**config.mk**
```make
export PLATFORM = sky130hd
export DESIGN_NAME = uart_word_tx
export DESIGN_NICKNAME = d
export VERILOG_FILES = /design/src/rtl/uart_word_tx.sv
export SDC_FILE = /design/constraint.sdc
export NUM_CORES = 1
export LEC_CHECK = 0
export CORE_MARGIN = 3
export CORE_UTILIZATION = 42
export DETAILED_ROUTE_END_ITERATION = 10
export PLACE_DENSITY = 0.61
export SLEW_MARGIN = 20
export SYNTH_ARGS = -nofsm -noshare
export SYNTH_HDL_FRONTEND = slang
export SYNTH_SLANG_ARGS = --single-unit
export TNS_END_PERCENT = 100
```
**constraint.sdc**
```tcl
create_clock -name clk -period 4.3 [get_ports clk]
set_clock_uncertainty 0.15 [all_clocks]
set_input_delay 0.86 -clock clk [delete_from_list [all_inputs] [get_ports clk]]
set_output_delay 0.86 -clock clk [all_outputs]
set_load 0.01 [all_outputs]
```
**src/rtl/uart_word_tx.sv**
```systemverilog
// uart_word_tx: sends a LENGTH-bit word as LENGTH/8 back-to-back 8N1 frames, LSB byte first
// Ports:
//   clk   - system clock, all logic on the rising edge
//   rst   - synchronous active-high reset, aborts any word in flight
//   start - transmit request, honoured only while idle
//   data  - word to send, captured when start is accepted
//   tx    - registered UART serial line, idle high
//   busy  - high while a word is being shifted out
//   done  - one-cycle pulse after the final stop bit
module uart_word_tx #(
    parameter int LENGTH   = 32,
    parameter int BAUD_DIV = 434
) (
    input  logic              clk,
    input  logic              rst,
    input  logic              start,
    input  logic [LENGTH-1:0] data,
    output logic              tx,
    output logic              busy,
    output logic              done
);
    localparam int BYTES = LENGTH / 8;
    localparam int CW    = $clog2(BAUD_DIV);
    localparam int BW    = (BYTES > 1) ? $clog2(BYTES) : 1;

    typedef enum logic [1:0] {IDLE, START, DATA, STOP} state_t;

    state_t            state, state_n;
    logic [CW-1:0]     baud, baud_n;
    logic [2:0]        bit_idx, bit_idx_n;
    logic [BW-1:0]     byte_idx, byte_idx_n;
    logic [LENGTH-1:0] word, word_n, next_word;
    logic [7:0]        shift, shift_n;
    logic              tx_n, busy_n, done_n, tick;

    assign tick      = baud == CW'(BAUD_DIV - 1);
    // The word register drops one byte per frame so the next byte is always in the low bits.
    assign next_word = word >> 8;

    always_ff @(posedge clk) begin
        if (rst) begin
            state    <= IDLE;
            baud     <= '0;
            bit_idx  <= '0;
            byte_idx <= '0;
            word     <= '0;
            shift    <= '0;
            tx       <= 1'b1;
            busy     <= 1'b0;
            done     <= 1'b0;
        end else begin
            state    <= state_n;
            baud     <= baud_n;
            bit_idx  <= bit_idx_n;
            byte_idx <= byte_idx_n;
            word     <= word_n;
            shift    <= shift_n;
            tx       <= tx_n;
            busy     <= busy_n;
            done     <= done_n;
        end
    end

    // Next-state logic also computes the next value of each registered output,
    // so tx/busy/done change on the same edge as the state they describe.
    always_comb begin
        state_n    = state;
        baud_n     = (state == IDLE || tick) ? '0 : baud + 1'b1;
        bit_idx_n  = bit_idx;
        byte_idx_n = byte_idx;
        word_n     = word;
        shift_n    = shift;
        tx_n       = tx;
        busy_n     = busy;
        done_n     = 1'b0;
        case (state)
            IDLE: begin
                tx_n   = 1'b1;
                busy_n = 1'b0;
                if (start) begin
                    word_n     = data;
                    shift_n    = data[7:0];
                    byte_idx_n = '0;
                    state_n    = START;
                    tx_n       = 1'b0;
                    busy_n     = 1'b1;
                end
            end
            START: begin
                if (tick) begin
                    state_n   = DATA;
                    bit_idx_n = '0;
                    tx_n      = shift[0];
                end
            end
            DATA: begin
                if (tick) begin
                    state_n   = (bit_idx == 3'd7) ? STOP : DATA;
                    bit_idx_n = bit_idx + 3'd1;
                    tx_n      = (bit_idx == 3'd7) ? 1'b1 : shift[bit_idx + 3'd1];
                end
            end
            STOP: begin
                if (tick) begin
                    if (byte_idx == BW'(BYTES - 1)) begin
                        state_n = IDLE;
                        tx_n    = 1'b1;
                        busy_n  = 1'b0;
                        done_n  = 1'b1;
                    end else begin
                        byte_idx_n = byte_idx + 1'b1;
                        word_n     = next_word;
                        shift_n    = next_word[7:0];
                        state_n    = START;
                        tx_n       = 1'b0;
                    end
                end
            end
            default: state_n = IDLE;
        endcase
    end
endmodule

```
## Word level (Yosys, flattened, before mapping)

Cells that the tools add are included.

- Shift-type cells: 0
- Divide/modulo/power cells: 0
- Bitwise gates (word level): 2
- Multipliers: 0
- Eq/ne operators: 12
- $add $sub $neg: 3
- Reduce and logical (&&, ||, !) cells: 11
- $lt $le $gt $ge: 1
- Multiplexer cells: 35

Operator list:

| kind | number |
|---|---|
| two-way mux 32 bit | 3 |
| case mux 32 bit (2 select lines) | 1 |
| two-way mux 8 bit | 3 |
| case mux 8 bit (2 select lines) | 1 |
| two-way mux 2 bit | 7 |
| two-way mux 1 bit | 12 |
| != test 2 bit (second input constant) | 6 |
| adder 9 x 1 -> 9 bit (second input constant) | 1 |
| == test 9 bit (second input constant) | 1 |
| AND reduction 3 bit | 3 |
| case mux 2 bit (4 select lines) | 1 |
| AND reduction 4 bit | 2 |
| == test 2 bit (second input constant) | 3 |
| two-way mux 3 bit | 2 |
| case mux 3 bit (2 select lines) | 1 |
| < comparator 3 x 4 -> 1 bit (second input constant) | 1 |
| case mux 1 bit (4 select lines) | 1 |
| case mux 2 bit (2 select lines) | 1 |
| nonzero test 2 bit | 2 |
| adder 3 x 1 -> 3 bit (second input constant) | 1 |
| binary-select mux 1 bit (select 3 bit) | 1 |
| == test 3 bit (second input constant) | 1 |
| OR reduction 3 bit | 1 |
| adder 2 x 1 -> 2 bit (second input constant) | 1 |
| 6 further kinds | 7 |

- Memory bits (read-only): 0
- Bits of input ports: 35
- Memory bits (writable): 0
- Word-level logic and storage cells: 73
- Output and inout bits: 3
- Latch bits: 0
- Register bits: 59
- Memories kept: 0

## Longest topological paths before layout

- Depth after elaboration: 6
- Gate-level depth with buffers: 8
- Mapped depth without buffers: 6

## Worst setup path before layout

No wires, ideal clock.

- Path type: input port to flip-flop
- From: input start
- To: register word[10]
- Cell stages on the path: 6
- Setup time: 146 ps
- Arrival: 2,017 ps
- Path slack: 1,987 ps
- Cell sequence: and2b_2 clkbuf_2 or4_4 nand2_4 buf_6 a211oi_2

- Longest elaborated chain between the ends: 2

Ends and longest elaborated chain:

| element | RTL line | source |
|---|---|---|
| start: declaration | 16 | `input logic start,` |
| != test 2 bit (no source line) | n/a |  |
| AND reduction 4 bit (no source line) | n/a |  |
| end signal: assignment | 56 | `word <= word_n;` |
| end: declaration | 32 | `logic [LENGTH-1:0] word, word_n, next_word;` |

Every way passes these cells.
A chain may end at the register's enable or synchronous reset.

## Worst setup path in the final report

- From: input start
- To: register word[21]

The elaborated chain is that of the path after synthesis.

==> flow_summary.toml <==
[status]
outcome = "complete, no violations"

[cts]
insertion_delay_ns = 0.30
clk_pin_slew_ns = 0.09
clock_path_buffers = 2
cts_setup_buffers = 0
clkSinkCount = 51
cts_resized = 0
cts_tree = "yes"
hold_buffers = 0
root_buffer = "clkbuf_8"
htreeDepth = 2
numCtsBuffers = 5

[global_route]
grt_max_degree = 38
grt_pass1_vias = 1894
grt_overflow_total = 0
grt_antenna_before_repair = 0
grt_use_total_pct = 15.36
grt_pass1_wl_mm = 9.135

[setup_path]
crit_slowest_cell = "or4_4"
crit_fanout = 24
path_buf_inv = 1
criticalPathCategory = "input pin to flip-flop"
critPathMaxStageDelay_ns = 0.60
cp.required_ns = 4.32
critPathTopFamily = "simple AND/OR/NAND/NOR gates"
crit_arrival_ns = 2.71
crit_cells = 5
path_cells = "clkdlybuf4s50_1 > and2b_2 > or4_4 > nand2_4 > a211oi_1"
endpoint_kind = "flip-flop"
worstSetupStartpointType = "input pin"
reg2reg_depth = 6

[placement]
hpwl_mm = 3.643
placed_area_sq_um = 2953
place.gp.congestion = 0.7635
port_buffers = 37

[synthesis]
synth_cell_types = 44
yosys.area_share.xor_xnor_pct = 2.359
avgSynthCellArea_sq_um = 9.995
yosys.area_share.simple_pct = 19.21
yosysWarnings = 0
ys_async_sr_fraction_pct = 0
syn_area_sq_um = 2599
synthAdderAreaFrac_pct = 4.815
muxShareOfSynthArea_pct = 11.36
ys_ff_latch = 51
synthFlopType = "dfxtp_1"
synth_compound_area_share_pct = 16.85
synth-edff-count = 0
synth_top_family_by_area = "simple AND/OR/NAND/NOR gates"
synth_fp_nets = 305
syn_inst = 260
yosysSeqAreaShare_pct = 39.29

[floorplanning]
rows = 28
initial_core_util_pct = 43.63
die_y_um = 84.66
coreArea_sq_um = 5956
die-area_sq_um = 7167
dieWidth_um = 84.66
io_pins = 38

[run]
max-cap-violations = 0

[drt]
initialDrtViolationCount = 146
drt-pass1-iter-count = 4
wl_per_cell_um = 14.86
postRouteAntennaNets = 0
drcViolationCount = 0
viasPerCell = 5.396
drt_wl_total_mm = 5.410
via_count = 1964

[pwr]
p_leak_nw = 1.013
power_density_nw_per_um2 = 609.7
irDropWorstVdd_v = 0.0002023

[timing]
setup_viol_count_final = 0
tightest_slew_ns = 0.5317
tns_ns = 0
fmax_mhz = 370.9
hold_violations = 0
min_period_over_period_pct = 62.70
rsz0062_at_grt = "false"
relSlewSlack_pct = 64.56
period_needed_ns = 2.696
maxSlewViolCount = 0

[finish]
num_antenna_cells = 0
fill_cells = 572
drive_above_1_share_pct = 14.88
stdcell_area_sq_um = 3053
layout.nets = 333
area_growth_pct = 17.48

[hold_path]
min_path_type = "flip-flop to flip-flop"
holdPathStages = 2
[path summary, 6_finish.rpt]
check,endpoint,startpoint,slack (ns)
min reg2reg,word[27],word[27],0.32
max reg2reg,word[21],state[0],1.91
max,word[21],start,1.60
min,word[27],word[27],0.32
[where the power goes]
part           leakage [nW]  internal, mW  switching, mW
clock network        0.0515         0.147          0.155
registers             0.419         0.629         0.0872
logic                 0.542         0.351          0.491
total                  1.01          1.13          0.734
[cells by family (layout without fill, tap and decap cells)]
| group | Yosys count | in the layout |
|---|---|---|
| compound gates | 52 | 52 |
| xor+xnor | 7 | 7 |
| fa+ha+maj | 10 | 10 |
| buf+inv | 25 | 54 |
| flops | 51 | 51 |
| mux | 27 | 27 |
| simple gates | 88 | 88 |
[synthesized netlist by cell type, types with 2 or more instances]
cell / number / share of area (%)
a211oi_2: 19 / 9.1
dfxtp_1: 51 / 39
a21oi_1: 17 / 3.3
nor2_1: 17 / 2.5
a211oi_1: 5 / 1.4
nand2b_1: 2 / 0.48
inv_1: 5 / 0.72
xor2_1: 2 / 0.67
mux4_2: 2 / 1.7
xnor2_1: 5 / 1.7
nor3_1: 27 / 5.2
nand3b_1: 9 / 2.6
buf_6: 5 / 2.2
mux2i_1: 25 / 9.6
nand2_1: 4 / 0.58
nand3_1: 16 / 3.1
clkbuf_1: 6 / 0.87
nand4_1: 2 / 0.48
ha_1: 10 / 4.8
o21ai_0: 5 / 0.96
buf_2: 3 / 0.58
[worst register-to-register path: cells and delay by family, from the launching register on]
| kind | cells | cell delay, ns |
|---|---|---|
| flip-flops | 1 | 0.39 |
| adder cells (fa/ha/maj) | 1 | 0.24 |
| AND/OR/NAND/NOR | 3 | 1.23 |
| buffers and inverters | 1 | 0.10 |
| AO/OA/AOI/OAI | 1 | 0.14 |
[placed cells by master (no fill, tap or decap), drive strengths merged, types with 2 or more instances in the layout]
master,n
a21oi,17
ha,10
dfxtp,51
nand3,16
nand3b,9
buf,5
clkbuf,8
nand2,5
nand4,2
xnor2,5
o21ai,5
a211oi,24
mux2i,25
mux4,2
nand2b,2
clkdlybuf4s50,36
nor3,27
xor2,2
nor2,17
inv,5
[layout make-up]
type,instances,area (sq um),area share [%]
inverter,5,18.77,0.6148
sequential,51,1021,33.44
multi-input combinational,184,1424,46.64
clock buffer,8,100.1,3.279
timing repair buffer,41,395.4,12.95
tap,75,93.84,3.074
[metal layers]
layer | vias to the layer above | GRT usage [%] | routed length, um
li1 | 1009 | - | -
met1 | 921 | 22.75 | 2798
met2 | 30 | 22.78 | 2405
met3 | 4 | 3.140 | 160
met4 | 0 | 3.885 | 46
met5 | - | 0 | 0
[flip-flops by register name, indices dropped and copies added (netlist names)]
signal / flops
baud: 9
bit_idx: 3
busy: 1
byte_idx: 2
done: 1
state: 2
tx: 1
word: 32
[stage by stage]
stage / util (%) / setup WS, ns / hold slack (ns) / instances / power, mW
after floorplan: - / 1.987 / 0.2909 / 260 / 1.438
after global placement: 49.58 / 1.308 / 0.3016 / 356 / 1.563
after detailed placement: 49.58 / 1.290 / 0.3090 / 356 / 1.571
after CTS: 51.26 / 1.613 / 0.3197 / 364 / 1.875
after global routing: 51.26 / 1.521 / 0.3449 / 364 / 2.010
final: 51.26 / 1.604 / 0.3155 / 364 / 1.862
Power figures use the tool's default switching activity.
